File: config.mk
export PLATFORM = sky130hd
export DESIGN_NAME = ksa
export DESIGN_NICKNAME = d
export VERILOG_FILES = /design/src/rtl/ksa.sv
export SDC_FILE = /design/constraint.sdc
export NUM_CORES = 1
export LEC_CHECK = 0
export CORE_ASPECT_RATIO = 0.8
export CORE_UTILIZATION = 50
export CTS_CLUSTER_DIAMETER = 60
export DETAILED_ROUTE_END_ITERATION = 6
export PLACE_DENSITY = 0.75
export SYNTH_ARGS = -nofsm -noshare
export SYNTH_HDL_FRONTEND = slang
export SYNTH_SLANG_ARGS = --single-unit
export TNS_END_PERCENT = 10
File: constraint.sdc
create_clock -name clk -period 6.1 [get_ports clk]
set_input_delay 0.61 -clock clk [delete_from_list [all_inputs] [get_ports clk]]
set_output_delay 0.61 -clock clk [all_outputs]
set_load 0.005 [all_outputs]
File: src/rtl/ksa.sv
// ksa: RC4 key-scheduling pass over a 256x8 single-port S RAM.
// On an accepted start it permutes the identity-loaded RAM.
// For i = 0..255 it computes j = j + S[i] + key[i mod KEY_BYTES],
// then swaps S[i] and S[j].
// Optional feature macro: KSA_SKIP_SELF_SWAP_EN. When defined, an index
// whose new j equals i skips its read/write of S[j] and takes 2 cycles.
module ksa #(
  parameter int KEY_BYTES = 3
) (
  input  logic                   clk,
  input  logic                   rst,
  input  logic                   en,
  output logic                   rdy,
  input  logic [8*KEY_BYTES-1:0] key,
  output logic [7:0]             addr,
  input  logic [7:0]             rddata,
  output logic [7:0]             wrdata,
  output logic                   wren
);

  localparam int KW = (KEY_BYTES > 1) ? $clog2(KEY_BYTES) : 1;

  typedef enum logic [2:0] {
    S_IDLE,
    S_RD_I,
    S_LD_I,
    S_RD_J,
    S_LD_J,
    S_WR_I,
    S_WR_J
  } state_t;

  state_t                 state, next_state;
  logic [7:0]             i, j, si, sj;
  logic [KW-1:0]          kidx;
  logic [8*KEY_BYTES-1:0] key_q;

  logic [7:0] key_byte;
  logic [7:0] j_sum;
  logic       last_i;
  logic       self_skip;
  logic       index_done;

  // Select key byte kidx; byte 0 is the most-significant byte of the key.
  // NOTE: every signal assigned in an always_comb gets a default first, so no
  // path can leave it unassigned and infer a latch.
  always_comb begin
    key_byte = '0;
    for (int b = 0; b < KEY_BYTES; b++) begin
      if (kidx == KW'(b)) key_byte = key_q[8*(KEY_BYTES-1-b) +: 8];
    end
  end

  assign j_sum  = j + rddata + key_byte;
  assign last_i = (i == 8'hFF);

`ifdef KSA_SKIP_SELF_SWAP_EN
  assign self_skip = (state == S_LD_I) && (j_sum == i);
`else
  assign self_skip = 1'b0;
`endif

  // The current index is finished after the second write, or when a self-swap is skipped.
  assign index_done = (state == S_WR_J) || self_skip;

  // State register.
  // NOTE: clocked state uses non-blocking assignments so all registers update
  // together from pre-edge values, independent of block ordering.
  always_ff @(posedge clk or posedge rst) begin
    if (rst) state <= S_IDLE;
    else     state <= next_state;
  end

  // Next-state decode: six one-cycle steps per index, or two when a self-swap is skipped.
  always_comb begin
    next_state = state;
    unique case (state)
      S_IDLE: if (en) next_state = S_RD_I;
      S_RD_I: next_state = S_LD_I;
      S_LD_I: begin
        if (self_skip) next_state = last_i ? S_IDLE : S_RD_I;
        else           next_state = S_RD_J;
      end
      S_RD_J: next_state = S_LD_J;
      S_LD_J: next_state = S_WR_I;
      S_WR_I: next_state = S_WR_J;
      S_WR_J: next_state = last_i ? S_IDLE : S_RD_I;
      default: next_state = S_IDLE;
    endcase
  end

  // Datapath registers: key capture, index counters and the two swap operands.
  always_ff @(posedge clk or posedge rst) begin
    if (rst) begin
      i     <= '0;
      j     <= '0;
      kidx  <= '0;
      si    <= '0;
      sj    <= '0;
      key_q <= '0;
    end else begin
      if (state == S_IDLE && en) begin
        key_q <= key;
        i     <= '0;
        j     <= '0;
        kidx  <= '0;
      end
      if (state == S_LD_I) begin
        si <= rddata;
        j  <= j_sum;
      end
      if (state == S_LD_J) sj <= rddata;
      if (index_done && !last_i) begin
        i    <= i + 8'd1;
        kidx <= (kidx == KW'(KEY_BYTES-1)) ? '0 : kidx + KW'(1);
      end
    end
  end

  // RAM port and handshake outputs, decoded purely from registered state.
  always_comb begin
    rdy    = 1'b0;
    addr   = '0;
    wrdata = '0;
    wren   = 1'b0;
    unique case (state)
      S_IDLE: rdy = 1'b1;
      S_RD_I, S_LD_I: addr = i;
      S_RD_J, S_LD_J: addr = j;
      S_WR_I: begin
        addr   = i;
        wrdata = sj;
        wren   = 1'b1;
      end
      S_WR_J: begin
        addr   = j;
        wrdata = si;
        wren   = 1'b1;
      end
      default: rdy = 1'b0;
    endcase
  end

endmodule

==> results.md <==
| Stage | Quantity | Value |
|---|---|---|
| yosys | Warning count from the yosys run | 0 |
| yosys | Share of synthesized area occupied by flip-flops and latches | 0.453 |
| drt | Ratio of routed vias to standard cells | 5.49 |
| placement | Buffers on Ports | 52 |
| clock network | # Post-CTS Setup Buffers | 0 |
| sta | Final setup violation count | 0 |
| setup path | Cell chain of the critical path | nor2b_1 > a22oi_1 > o21ai_0 > clkdlybuf4s50_1 |
| drt | Initial DRC Count | 154 |
| setup path | Buffers plus inverters on the worst setup path | 1 |
| die | Std-Cell Core Area | 6440 sq um |
| drt | Antenna Violating Nets Remaining | 0 |
| die | Die height | 75.4 um |
| grt | Antenna violations before repair | 0 |
| placement | Post-DP Area | 3920 sq um |
| sta | Post-Route Setup TNS | 0 ns |
| sta | Maximum clock rate | 271 MHz |
| sta | Unrepaired setup endpoints after global routing | no |
| sta | Final hold violation count | 0 |
| job | Max Cap Viol | 0 |
| clock network | Clock input transition at the sequential cells of the worst setup and hold paths | 0.07 ns |
| sta | Max-slew violation count | 0 |
| setup path | Cell family with most CP delay | simple AND/OR/NAND/NOR gates |
| placement | Weighted congestion at the end of routability-driven global placement | 0.936 |
| pwr | Peak supply drop | 258 uV |
| die | Area enclosed by the die boundary | 7070 sq um |
| clock network | Clk sink count | 61 |
| placement | Detailed-placement wirelength estimate | 5.30 mm |
| hold path | Hold Path Class | flip-flop to flip-flop |
| yosys | Number of synthesized register bits | 61 |
| yosys | Post-synthesis share of cell area spent on xor and xnor gates | 0.0182 |
| layout | Area overhead of the layout relative to synthesis | 23.1% |
| yosys | Post-synthesis share of cell area spent on and, or, nand and nor gates | 0.191 |
| drt | TritonRoute pass-1 iters | 4 |
| yosys | Count of flip-flops with a built-in enable after synthesis | 0 |
| yosys | Asr flop ratio synth | 1.00 |
| sta | Clock Skews | 0.00928 ns |
| drt | Total wire length | 7.46 mm |
| drt | Total vias in the final route | 2709 |
| setup path | Type of element capturing the critical path | output pin |
| setup path | Crit path kind | flip-flop to output pin |
| sta | Final period util | 0.605 |
| yosys | Main flop type after synthesis | dfrtp_1 |
| yosys | Arithmetic-cell share of the synthesized area counting full adders, half adders and majority gates | 0.0736 |
| sta | Final critical-path setup slack | 2.41 ns |
| clock network | Count of instances resized after the clock tree is built | 0 |
| drt | Number of remaining DRC errors | 0 |
| clock network | Clock latency on the worst-skew pair | 0.34 ns |
| layout | Share of cells above drive strength 1 | 0.0954 |
| yosys | Post-synthesis instance total | 357 |
| pwr | Power density relative to cell area | 541 nW/um^2 |
| layout | Final cell area excluding filler cells | 4140 sq um |
| yosys | Area of the mapped netlist | 3370 sq um |
| yosys | Share of synthesized area spent on multiplexers | 0.0977 |
| die | I/O pin cnt | 53 |
| clock network | TritonCTS clock tree | done |
| clock network | Count of H-tree levels built during CTS | 3 |
| layout | Post-layout net count | 454 |
| sta | Worst slew margin | 0.117 |
| pwr | Leakage power total | 1.88 nW |
| drt | Average detailed-routed wire length per instance | 15.1 um |
| clock network | Number of clock buffers inserted by TritonCTS | 9 |
| yosys | Per-instance average area after synthesis | 9.43 sq um |
| setup path | Required time of the critical path | 5.49 ns |
| die | Horizontal extent of the die | 93.7 um |
| placement | Pre-CTS setup slack | 2.85 ns |
| sta | Transition time at the pin with the least slew margin | 1.32 ns |
| yosys | Number of nets produced by synthesis | 407 |
| yosys | Share of the synthesized area in compound gates (AO/OA/AOI/OAI) | 0.126 |
| yosys | Combinational family with the most area after synthesis | simple AND/OR/NAND/NOR gates |
| grt | Aggregate global-route resource usage | 0.237 |
| setup path | Crit start category | flip-flop |
| outcome | Status | finished clean |
| setup path | Cell with the largest stage delay on the worst path | nor2b_1 |
| setup path | Delay of the slowest critical-path stage | 1.10 ns |
| grt | Leftover overflow at the end of global routing | 0 |
| yosys | Unique masters post-synth | 43 |
| die | Starting utilization of the core area | 0.523 |
| grt | Global-route wire length before repair | 12.6 mm |
| layout | Antenna cell count | 0 |
| die | Cell Rows | 26 |
| sta | Min Tclk post-route | 3.69 ns |
| setup path | Max Fanout on Critical Path | 17 |
| setup path | Arrival time of data at the critical path endpoint | 3.08 ns |
| grt | Maximum number of pins on one net before global-route repair | 62 |
| clock network | Number of buffers inserted for hold repair after clock tree synthesis | 0 |
| clock network | Clock tree buffer depth | 2 |
| clock network | Clock root cell | clkbuf_8 |
| grt | Vias in the first global route | 2609 |
-- cell type report --
class | instances | area (sq um)
Fill cell | 549 | 2300
Multi-Input combinational cell | 266 | 1710
Sequential cell | 61 | 1530
Timing Repair Buffer | 54 | 536
Clock buffer | 13 | 159
Tap cell | 84 | 105
Clock inverter | 3 | 67.6
Inverter | 12 | 45.0
-- metrics by stage --
step                 util  hold slack, ns  std cells  total power [mW]
floorplan               -           0.445        357              1.53
global placement    0.608           0.460        477              1.78
detailed placement  0.608           0.464        477              1.83
CTS                 0.643           0.482        493              2.25
global route        0.643           0.496        493              2.44
finish              0.643           0.479        493              2.24
-- cell families after synthesis --
logic type | count (synthesis)
AND/OR/NAND/NOR | 147
multiplexers | 31
adder cells (fa/ha/maj) | 15
flip-flops | 61
buffers and inverters | 30
XOR/XNOR | 7
AO/OA/AOI/OAI | 66
-- cell usage after synthesis (8+ instances only) --
cell type	count	area (sq um)
nand2_1	95	357
mux2_2	15	169
nor2_1	18	67.6
dfrtp_1	61	1530
a22oi_1	14	105
fa_1	8	160
buf_2	9	45.0
o21ai_1	8	40.0
o21ai_0	22	110
inv_1	11	41.3
nand3_1	12	60.1
mux2i_1	16	160
-- state kept, by name (all words and copies together) (netlist names) --
signal / cells
key_q: 24
i: 8
j: 8
si: 8
sj: 8
state: 3
kidx: 2
-- layer usage --
metal	up-vias	wire length, um	GRT usage	part of all wire
met4	0	111	0.0889	0.015
met3	11	325	0.0589	0.044
met5	-	0	0	0
met2	77	3430	0.370	0.46
li1	1313	-	-	-
met1	1308	3590	0.327	0.48
-- where the power goes --
group	leakage (nW)	total (mW)	internal, mW	switching (mW)
Clock	0.110	0.407	0.253	0.154
Sequential	0.767	0.748	0.577	0.170
Combinational	1.00	1.09	0.523	0.563
-- layout by cell type (no fill, tap or decap), types with 2 or more instances in the layout --
cell type,Yosys,routed
nand2_1,95,95
dfrtp_1,61,61
clkdlybuf4s50_1,0,52
o21ai_0,22,22
nor2_1,18,18
mux2i_1,16,16
mux2_2,15,15
a22oi_1,14,14
nand3_1,12,12
clkbuf_8,0,11
inv_1,11,10
o21ai_1,8,8
fa_1,8,8
ha_1,7,7
nor2b_1,4,4
xnor2_1,4,4
a21oi_1,4,4
and2_1,4,4
xor2_1,3,3
o31ai_1,3,3
and3_1,3,3
a22o_1,3,3
inv_2,1,2
o21a_1,2,2
a31oi_1,2,2
nand2b_1,2,2
nor3b_1,2,2
bufinv_16,0,2
clkbuf_1,6,2
buf_4,3,2
-- final timing paths --
| check | start | endpoint | slack (ns) | depth (start not counted) |
|---|---|---|---|---|
| max in group asynchronous | rst | key_q[13]$_DFFE_PP0P_ | 4.79 | 3 |
| worst max register to register | kidx[1]$_DFFE_PP0P_ | j[7]$_DFFE_PP0P_ | 3.00 | 12 |
| worst max-delay path | state[0]$_DFFE_PP0P_ | addr[3] | 2.41 | 4 |
| worst min register to register | key_q[20]$_DFFE_PP0P_ | key_q[20]$_DFFE_PP0P_ | 0.48 | 2 |
| min in group asynchronous | rst | sj[3]$_DFFE_PP0N_ | 0.80 | 3 |
| worst min-delay path | key_q[20]$_DFFE_PP0P_ | key_q[20]$_DFFE_PP0P_ | 0.48 | 2 |
-- worst register-to-register path, cell delays in order (launching register included) --
cell	delay, ns
dfrtp_1	0.57
nor2b_1	0.54
nand2_1	0.11
o21ai_0	0.12
fa_1	0.45
ha_1	0.22
inv_1	0.08
fa_1	0.20
nor2b_1	0.06
o31ai_1	0.26
a21oi_1	0.14
xnor2_1	0.17
o21ai_1	0.07
(Power assumes the default switching activity.)
